`config.mk`:
```
export PLATFORM = sky130hd
export DESIGN_NAME = mem_arbiter
export DESIGN_NICKNAME = d
export VERILOG_FILES = /design/src/rtl/def_params.sv /design/src/rtl/mem_arb_timer.sv /design/src/rtl/mem_arbiter.sv
export SDC_FILE = /design/constraint.sdc
export NUM_CORES = 1
export LEC_CHECK = 0
export CORE_MARGIN = 5
export CORE_UTILIZATION = 40
export CTS_CLUSTER_SIZE = 16
export DETAILED_ROUTE_END_ITERATION = 8
export PLACE_DENSITY = 0.79
export REMOVE_ABC_BUFFERS = 1
export SETUP_SLACK_MARGIN = 0.5
export SYNTH_ARGS = -nofsm -noshare
export SYNTH_HDL_FRONTEND = slang
export SYNTH_HIERARCHICAL = 1
export SYNTH_SLANG_ARGS = --single-unit
export TNS_END_PERCENT = 30
```
`constraint.sdc`:
```
create_clock -name clk -period 3.15 [get_ports clk]
set_clock_uncertainty 0.2 [all_clocks]
set_input_delay 0.945 -clock clk [delete_from_list [all_inputs] [get_ports clk]]
set_output_delay 0.945 -clock clk [all_outputs]
set_load 0.02 [all_outputs]
```
`src/rtl/def_params.sv`:
```
// Shared definitions for the memory arbiter: bus widths, default abort limit
// and the arbiter state encodings.
package def_params;

    localparam int ADDR_SIZE              = 31;
    localparam int INSTR_SIZE             = 31;
    localparam int TIMEOUT_CYCLES_DEFAULT = 16;

    localparam logic [1:0] ARB_IDLE    = 2'd0;
    localparam logic [1:0] ARB_GRANT_I = 2'd1;
    localparam logic [1:0] ARB_GRANT_D = 2'd2;

endpackage

```
`src/rtl/mem_arb_timer.sv`:
```
// Grant-cycle counter: counts cycles spent in a grant state and flags when the
// abort limit is reached. Saturates at the limit instead of wrapping.
`default_nettype none

module mem_arb_timer #(
    parameter int TIMEOUT_CYCLES = 16
) (
    input  logic clk,
    input  logic reset,
    input  logic clr,
    input  logic en,
    output logic expired
);

    localparam int              c_CNT_W = $clog2(TIMEOUT_CYCLES + 1);
    localparam logic [c_CNT_W-1:0] c_LIMIT = c_CNT_W'(TIMEOUT_CYCLES);

    logic [c_CNT_W-1:0] r_count;

    always_ff @(posedge clk) begin
        if (reset || clr) begin
            r_count <= '0;
        end else if (en && (r_count != c_LIMIT)) begin
            r_count <= r_count + c_CNT_W'(1);
        end
    end

    assign expired = (r_count == c_LIMIT);

endmodule

`default_nettype wire

```
`src/rtl/mem_arbiter.sv`:
```
// Two-port (fetch / data) arbiter onto a single memory bus, one transaction in
// flight, with grant timeout. MEM_ARB_RR_EN enables round-robin contention.
`default_nettype none

module mem_arbiter
    import def_params::*;
#(
    parameter int TIMEOUT_CYCLES = TIMEOUT_CYCLES_DEFAULT
) (
    input  logic                clk,
    input  logic                reset,
    input  logic                i_req,
    input  logic [ADDR_SIZE:0]  i_addr,
    output logic [INSTR_SIZE:0] i_rdata,
    output logic                i_ready,
    input  logic                d_r_enable,
    input  logic                d_w_enable,
    input  logic [ADDR_SIZE:0]  d_addr,
    input  logic [1:0]          d_w_size,
    input  logic [INSTR_SIZE:0] d_w_data,
    output logic [INSTR_SIZE:0] d_r_data,
    output logic                d_ready,
    output logic [ADDR_SIZE:0]  mem_addr,
    output logic                mem_r_enable,
    output logic                mem_w_enable,
    output logic [1:0]          mem_w_size,
    output logic [INSTR_SIZE:0] mem_w_data,
    input  logic [INSTR_SIZE:0] mem_r_data,
    input  logic                mem_ready,
    output logic                busy,
    output logic                timeout_err
);

    logic [1:0] r_state;
    logic [1:0] w_next_state;
    logic       w_d_req;
    logic       w_pick_d;
    logic       w_expired;
    logic       w_start;
    logic       w_done;
    logic       w_abort;

    assign w_d_req = d_r_enable | d_w_enable;

`ifdef MEM_ARB_RR_EN
    // Remembers the last granted port; reset value means "fetch went last".
    logic r_last_d;

    always_ff @(posedge clk) begin
        if (reset) begin
            r_last_d <= 1'b0;
        end else if (w_start) begin
            r_last_d <= (w_next_state == ARB_GRANT_D);
        end
    end

    assign w_pick_d = ~r_last_d;
`else
    assign w_pick_d = 1'b1;
`endif

    always_ff @(posedge clk) begin
        if (reset) begin
            r_state <= ARB_IDLE;
        end else begin
            r_state <= w_next_state;
        end
    end

    always_comb begin
        w_next_state = r_state;
        case (r_state)
            ARB_IDLE: begin
                if (w_d_req && i_req) begin
                    w_next_state = w_pick_d ? ARB_GRANT_D : ARB_GRANT_I;
                end else if (w_d_req) begin
                    w_next_state = ARB_GRANT_D;
                end else if (i_req) begin
                    w_next_state = ARB_GRANT_I;
                end
            end
            ARB_GRANT_I, ARB_GRANT_D: begin
                if (mem_ready || w_expired) begin
                    w_next_state = ARB_IDLE;
                end
            end
            default: w_next_state = ARB_IDLE;
        endcase
    end

    always_comb begin
        busy    = (r_state != ARB_IDLE);
        w_start = (r_state == ARB_IDLE) && (w_next_state != ARB_IDLE);
        w_done  = busy && (mem_ready || w_expired);
        // A response arriving on the limit cycle still counts as a completion.
        w_abort = busy && w_expired && !mem_ready;
    end

    mem_arb_timer #(
        .TIMEOUT_CYCLES (TIMEOUT_CYCLES)
    ) u_timer (
        .clk     (clk),
        .reset   (reset),
        .clr     (w_next_state == ARB_IDLE),
        .en      (w_next_state != ARB_IDLE),
        .expired (w_expired)
    );

    always_ff @(posedge clk) begin
        if (reset) begin
            mem_addr     <= '0;
            mem_r_enable <= 1'b0;
            mem_w_enable <= 1'b0;
            mem_w_size   <= '0;
            mem_w_data   <= '0;
            i_rdata      <= '0;
            i_ready      <= 1'b0;
            d_r_data     <= '0;
            d_ready      <= 1'b0;
            timeout_err  <= 1'b0;
        end else begin
            i_ready <= 1'b0;
            d_ready <= 1'b0;
            if (w_start) begin
                if (w_next_state == ARB_GRANT_D) begin
                    mem_addr     <= d_addr;
                    mem_r_enable <= d_r_enable & ~d_w_enable;
                    mem_w_enable <= d_w_enable;
                    mem_w_size   <= d_w_enable ? d_w_size : 2'b00;
                    mem_w_data   <= d_w_enable ? d_w_data : '0;
                end else begin
                    mem_addr     <= i_addr;
                    mem_r_enable <= 1'b1;
                    mem_w_enable <= 1'b0;
                    mem_w_size   <= 2'b00;
                    mem_w_data   <= '0;
                end
            end else if (w_done) begin
                mem_addr     <= '0;
                mem_r_enable <= 1'b0;
                mem_w_enable <= 1'b0;
                mem_w_size   <= 2'b00;
                mem_w_data   <= '0;
                if (r_state == ARB_GRANT_I) begin
                    i_ready <= 1'b1;
                    i_rdata <= w_abort ? '0 : mem_r_data;
                end else begin
                    // mem_w_enable still holds the latched write flag here.
                    d_ready  <= 1'b1;
                    d_r_data <= (w_abort || mem_w_enable) ? '0 : mem_r_data;
                end
                if (w_abort) begin
                    timeout_err <= 1'b1;
                end
            end
        end
    end

endmodule

`default_nettype wire
```
# Word-level counts from Yosys, hierarchy flattened
# Index checks and enable logic that the tools add are counted.
op_classes:
  n_addsub: 1
  n_eq_ne: 5
  mux: 24
  n_bitwise: 6
  n_reduce_logical: 20
op_table:
  columns: ["cell", "n"]
  rows:
  - ["2-to-1 mux 32 bit", 8]
  - ["2-to-1 mux 2 bit", 8]
  - ["AND reduction 3 bit", 3]
  - ["2-to-1 mux 1 bit", 7]
  - ["logical AND 1 bit", 6]
  - ["nonzero test 2 bit", 3]
  - ["adder 5 x 1 -> 5 bit, second input constant", 1]
  - ["equality test 5 bit, second input constant", 1]
  - ["!= test 5 bit, second input constant", 1]
  - ["equality test 2 bit, second input constant", 2]
  - ["zero test 2 bit", 2]
  - ["inverter 1 bit", 4]
  - ["case mux 2 bit (2 select lines)", 1]
  - ["logical OR 1 bit", 3]
  - ["OR reduction 3 bit", 1]
  - ["equality test 2 x 1 -> 1 bit, second input constant", 1]
  - ["OR reduction 2 bit", 1]
  - ["AND 1 bit", 1]
  - ["zero test 1 bit", 1]
  - ["bitwise OR 1 bit", 1]
totals:
  register_bits: 142
  in_bits: 136
  elab_cells: 68

# Logic depth before layout (Yosys ltp)
logic_depth:
  ltp_word: 8
  ltp_mapped: 11
  ltp_nobuf: 11

# Modules after synthesis
# The synthesis kept the hierarchy.
modules_own_cells:
  columns: ["module", "n_inst", "cells_each", "area_per_inst_um2"]
  rows:
  - ["mem_arbiter", 1, 569, 5373.9]
  - ["mem_arb_timer", 1, 29, 281.5]

# Least setup slack after synthesis
# OpenSTA, ideal clock, no wires.
synth_path:
  kind: "input-to-reg"
  startpoint: "in i_req"
  endpoint: "reg u_timer.r_count[4]"
  setup_ps: 133
  arrival_time_ps: 2280
  required_ps: 2817
  setup_slack_ps: 537
  cell_stages: 7
  path_cell_list: "o21ai_1 > o31ai_4 > a211oi_1 > inv_1 > nand4_1 > xor2_1 > nor3_2"
synth_via:
  elab_chain_cells: 6
  elab_cells_between_ends: 9
synth_rtl:
  columns: ["item", "line_no", "text"]
  rows:
  - ["start, declared", "mem_arbiter.sv:12", "input logic i_req,"]
  - ["2-to-1 mux 2 bit", "mem_arbiter.sv:78", "end else if (i_req) begin"]
  - ["2-to-1 mux 2 bit", "mem_arbiter.sv:76", "end else if (w_d_req) begin"]
  - ["2-to-1 mux 2 bit (*)", "mem_arbiter.sv:74", "if (w_d_req && i_req) begin"]
  - ["case mux 2 bit (2 select lines) (*)", "mem_arbiter.sv:72", "case (r_state)"]
  - ["nonzero test 2 bit or zero test 2 bit (tied branches)", "mem_arbiter.sv:105, mem_arbiter.sv:104", null]
  - ["logical AND 1 bit or logical OR 1 bit (tied branches)", "mem_arb_timer.sv:23, mem_arb_timer.sv:21", null]
  - ["end signal, assigned", "mem_arb_timer.sv:24", "r_count <= r_count + c_CNT_W'(1);"]
  - ["end, declared", "mem_arb_timer.sv:18", "logic [c_CNT_W-1:0] r_count;"]
# Mark *: on every way between the ends. The rest lies on a longest branch, timed or not.
# A chain may end at the register's enable or synchronous reset.

# Worst setup path after layout
layout_path:
  startpoint: "in mem_ready"
  endpoint: "reg u_timer.r_count[4]"
layout_via:
  elab_chain_cells: 5
  elab_cells_between_ends: 7
layout_rtl:
  columns: ["item", "line_no", "text"]
  rows:
  - ["start, declared", "mem_arbiter.sv:29", "input logic mem_ready,"]
  - ["logical OR 1 bit (*)", "mem_arbiter.sv:83", "if (mem_ready || w_expired) begin"]
  - ["2-to-1 mux 2 bit (*)", "mem_arbiter.sv:83", null]
  - ["case mux 2 bit (2 select lines) (*)", "mem_arbiter.sv:72", null]
  - ["nonzero test 2 bit or zero test 2 bit (tied branches)", "mem_arbiter.sv:105, mem_arbiter.sv:104", null]
  - ["logical AND 1 bit or logical OR 1 bit (tied branches)", "mem_arb_timer.sv:23, mem_arb_timer.sv:21", null]
# Marked as above.

==> insert_results.sql <==
INSERT INTO impl_metrics (metric_group, metric, value, unit) VALUES
('run_status', 'outcome', 'finished clean', ''),
('drt', 'drc_errors', '0', ''),
('synthesis', 'synth_area', '5660', 'um2'),
('synthesis', 'synth.avg_cell_area', '9.46', 'um2'),
('clocking', 'number_of_levels_the_h_tree_was_split_into', '4', ''),
('grt', 'grt_antenna_before_repair', '0', ''),
('setup_path', 'crit_arrival', '2690', 'ps'),
('min_path', 'worstHoldPathCells', '2', ''),
('sta', 'setup_violations', '0', ''),
('drt', 'drt-vias-per-instance', '5.27', ''),
('synthesis', 'yosys_warnings', '6', ''),
('sta', 'max_slew.worst_pin.slew', '679', 'ps'),
('grt', 'overflow', '0', ''),
('setup_path', 'r2r_slack', '630', 'ps'),
('power', 'sw_frac_of_total', '27.2', '%'),
('clocking', 'tritoncts.num_buffers', '17', ''),
('min_path', 'hold_path_endpoint', 'mem_w_data[8]', ''),
('sta', 'rsz0062_at_grt', 'yes', ''),
('power', 'power.switching', '1.45', 'mW'),
('final_layout', 'multi_input_area', '2510', 'um2'),
('drt', 'drt_wirelength', '18600', 'um'),
('power', 'pwr-share-seq', '37.0', '%'),
('final_layout', 'layout.cells.most_common', 'sky130_fd_sc_hd__clkdlybuf4s50_1', ''),
('sta', 'report.final.hold_viol_count', '0', ''),
('drt', 'final_antenna_net_count', '0', ''),
('synthesis', 'synth.ff_latch_count', '142', ''),
('floorplan', 'placeableCoreArea', '13900', 'um2'),
('final_layout', 'filler_cell_count', '1110', ''),
('grt', 'grt_first_pass_wirelength', '28100', 'um'),
('power', 'pwr_density_cell', '577', 'nW/um2'),
('drt', 'drt_pass1_iterations', '4', ''),
('synthesis', 'synth.distinct_cells', '41', ''),
('synthesis', 'synth-seq-area-share', '50.3', '%'),
('sta', 'final_period_minus_worst_setup_slack', '2620', 'ps'),
('setup_path', 'start_kind', 'primary input', ''),
('sta', 'timing.slew.headroom', '54.7', '%'),
('final_layout', 'final_core_util', '66.8', '%'),
('floorplan', 'dieHeight', '129', 'um'),
('placement', 'placed_instance_area', '8630', 'um2'),
('floorplan', 'floorplan.die_area', '16600', 'um2'),
('final_layout', 'finalNetCount', '997', ''),
('job', 'cap_violations', '0', ''),
('final_layout', 'layout_common_cells', 'sky130_fd_sc_hd__clkdlybuf4s50_1 (268), sky130_fd_sc_hd__dfxtp_1 (140), sky130_fd_sc_hd__a21oi_1 (91), sky130_fd_sc_hd__nand3_1 (71), sky130_fd_sc_hd__nor2_1 (42)', ''),
('clocking', 'clock_path_buffers', '2', ''),
('grt', 'global_route.usage.total', '21.3', '%'),
('power', 'comb_power_share', '23.1', '%'),
('sta', 'slew_violations', '0', ''),
('final_layout', 'post-route-cell-area', '9270', 'um2'),
('min_path', 'worst_hold_startpoint', 'mem_w_data[8]', ''),
('sta', 'finalSetupTns', '0', 'ps'),
('drt', 'drt-initial-drc-count', '253', ''),
('final_layout', 'post_layout_nonfiller_instances', '1049', ''),
('clocking', 'cts_tree', 'done', ''),
('placement', 'place_congestion', '0.808', ''),
('sta', 'period_share', '83.1', '%'),
('placement', 'post-place-cells', '1017', ''),
('synthesis', 'postSynthCellCount', '598', ''),
('setup_path', 'worst_r2r_startpoint', 'u_timer/r_count[0]', ''),
('setup_path', 'endpoint_kind', 'flip-flop', ''),
('clocking', 'clock_latency_on_the_worst_skew_pair', '400', 'ps'),
('clocking', 'clk_pin_slew', '60', 'ps'),
('power', 'report.power.total', '5.35', 'mW'),
('grt', 'grt_start_max_net_pins', '61', ''),
('power', 'power_frac_clock', '39.9', '%'),
('grt', 'number_of_global_route_vias_before_repair', '5457', ''),
('power', 'intPower', '3.89', 'mW'),
('final_layout', 'drive_gt1_share', '12.2', '%'),
('drt', 'vias', '5530', ''),
('setup_path', 'cp.required', '3220', 'ps'),
('sta', 'max_freq', '382', 'MHz'),
('setup_path', 'regToRegEndpoint', 'mem_w_data[31]', '');
-- stage by stage --
stage	worst slack, ps	hold WS [ps]
final	531	264
after global routing	465	283
after CTS	498	266
after detailed placement	73.1	259
after global placement	139	252
after floorplan	-1790	275
-- worst max-delay path, stage by stage --
cell,delay [ps]
sky130_fd_sc_hd__clkdlybuf4s50_1,520
sky130_fd_sc_hd__nand4bb_1,230
sky130_fd_sc_hd__o31ai_4,140
sky130_fd_sc_hd__a211oi_1,330
sky130_fd_sc_hd__inv_1,160
sky130_fd_sc_hd__nand4_1,130
sky130_fd_sc_hd__xor2_1,180
sky130_fd_sc_hd__nor3_2,50
-- timing repair --
action	CTS	global route
resized for setup	7	5
pin swaps	0	1
endpoints found under the setup margin	2	24
hold buffers	0	0
-- logic make-up after synthesis --
group | after synthesis | share of synthesized area, %
adder cells (fa/ha/maj) | 5 | 1.11
XOR/XNOR | 3 | 0.465
AO/OA/AOI/OAI | 213 | 28.1
flip-flops | 142 | 50.3
buffers and inverters | 67 | 5.82
AND/OR/NAND/NOR | 168 | 14.3
-- power by group through the flow --
stage	Clock, mW	Sequential, mW	Combinational [mW]
after CTS	2.17	1.98	1.24
after floorplan	0	2.15	0.430
after global routing	2.26	1.99	1.32
after global placement	0	2.01	1.22
final	2.13	1.98	1.23
after detailed placement	0	2.02	1.23
-- layer usage --
layer	track usage [%]	wire length, um
met5	0	0
met4	7.23	397
met3	10.4	2150
met2	35.3	8710
met1	24.1	7300
-- state kept, by name (all words and copies together) (netlist names) --
signal	flops
i_ready	1
r_state	2
mem_w_data	32
timeout_err	1
d_r_data	32
mem_r_enable	1
d_ready	1
mem_w_size	2
u_timer/r_count	5
mem_addr	32
mem_w_enable	1
i_rdata	32
-- cell usage after synthesis, drive strengths merged --
library cell / number / area (um2)
dfxtp: 142 / 2840
a21boi: 2 / 22.5
and3: 1 / 6.26
a21oi: 102 / 567
inv: 12 / 45.0
a311oi: 1 / 8.76
nor2: 44 / 165
a211oi: 33 / 338
nand4bb: 2 / 38.8
xor2: 3 / 26.3
nand2b: 3 / 18.8
ha: 5 / 62.6
o31ai: 1 / 21.3
o21ai: 5 / 32.5
a22oi: 32 / 240
nor3: 4 / 36.3
buf: 30 / 190
nor2b: 1 / 8.76
a31o: 1 / 8.76
nand3: 72 / 365
nor3b: 1 / 12.5
o311ai: 1 / 26.3
nand4: 2 / 12.5
nand2: 38 / 143
a21o: 1 / 15.0
a22o: 32 / 280
clkbuf: 25 / 93.8
a31oi: 2 / 27.5
-- worst max path at each step --
stage / startpoint / endpoint
5_1_grt: u_timer/r_count[0] / mem_addr[20]
3_5_place_dp: mem_ready / mem_addr[20]
4_1_cts: mem_w_enable / mem_w_enable
3_3_place_gp: d_r_enable / u_timer/r_count[4]
6_report: mem_ready / u_timer/r_count[4]
2_1_floorplan: mem_ready / i_rdata[0]
-- final cells by class --
| cell class | count | area share, % |
|---|---|---|
| clock inverters | 8 | 1.65 |
| clock buffers | 24 | 5.20 |
| multi-input cells | 389 | 27.0 |
| flip-flops and latches | 142 | 30.7 |
| repair buffers | 294 | 32.5 |
| inverters | 12 | 0.486 |
| well taps | 180 | 2.43 |
No activity file was read; power rests on OpenSTA's default activity.
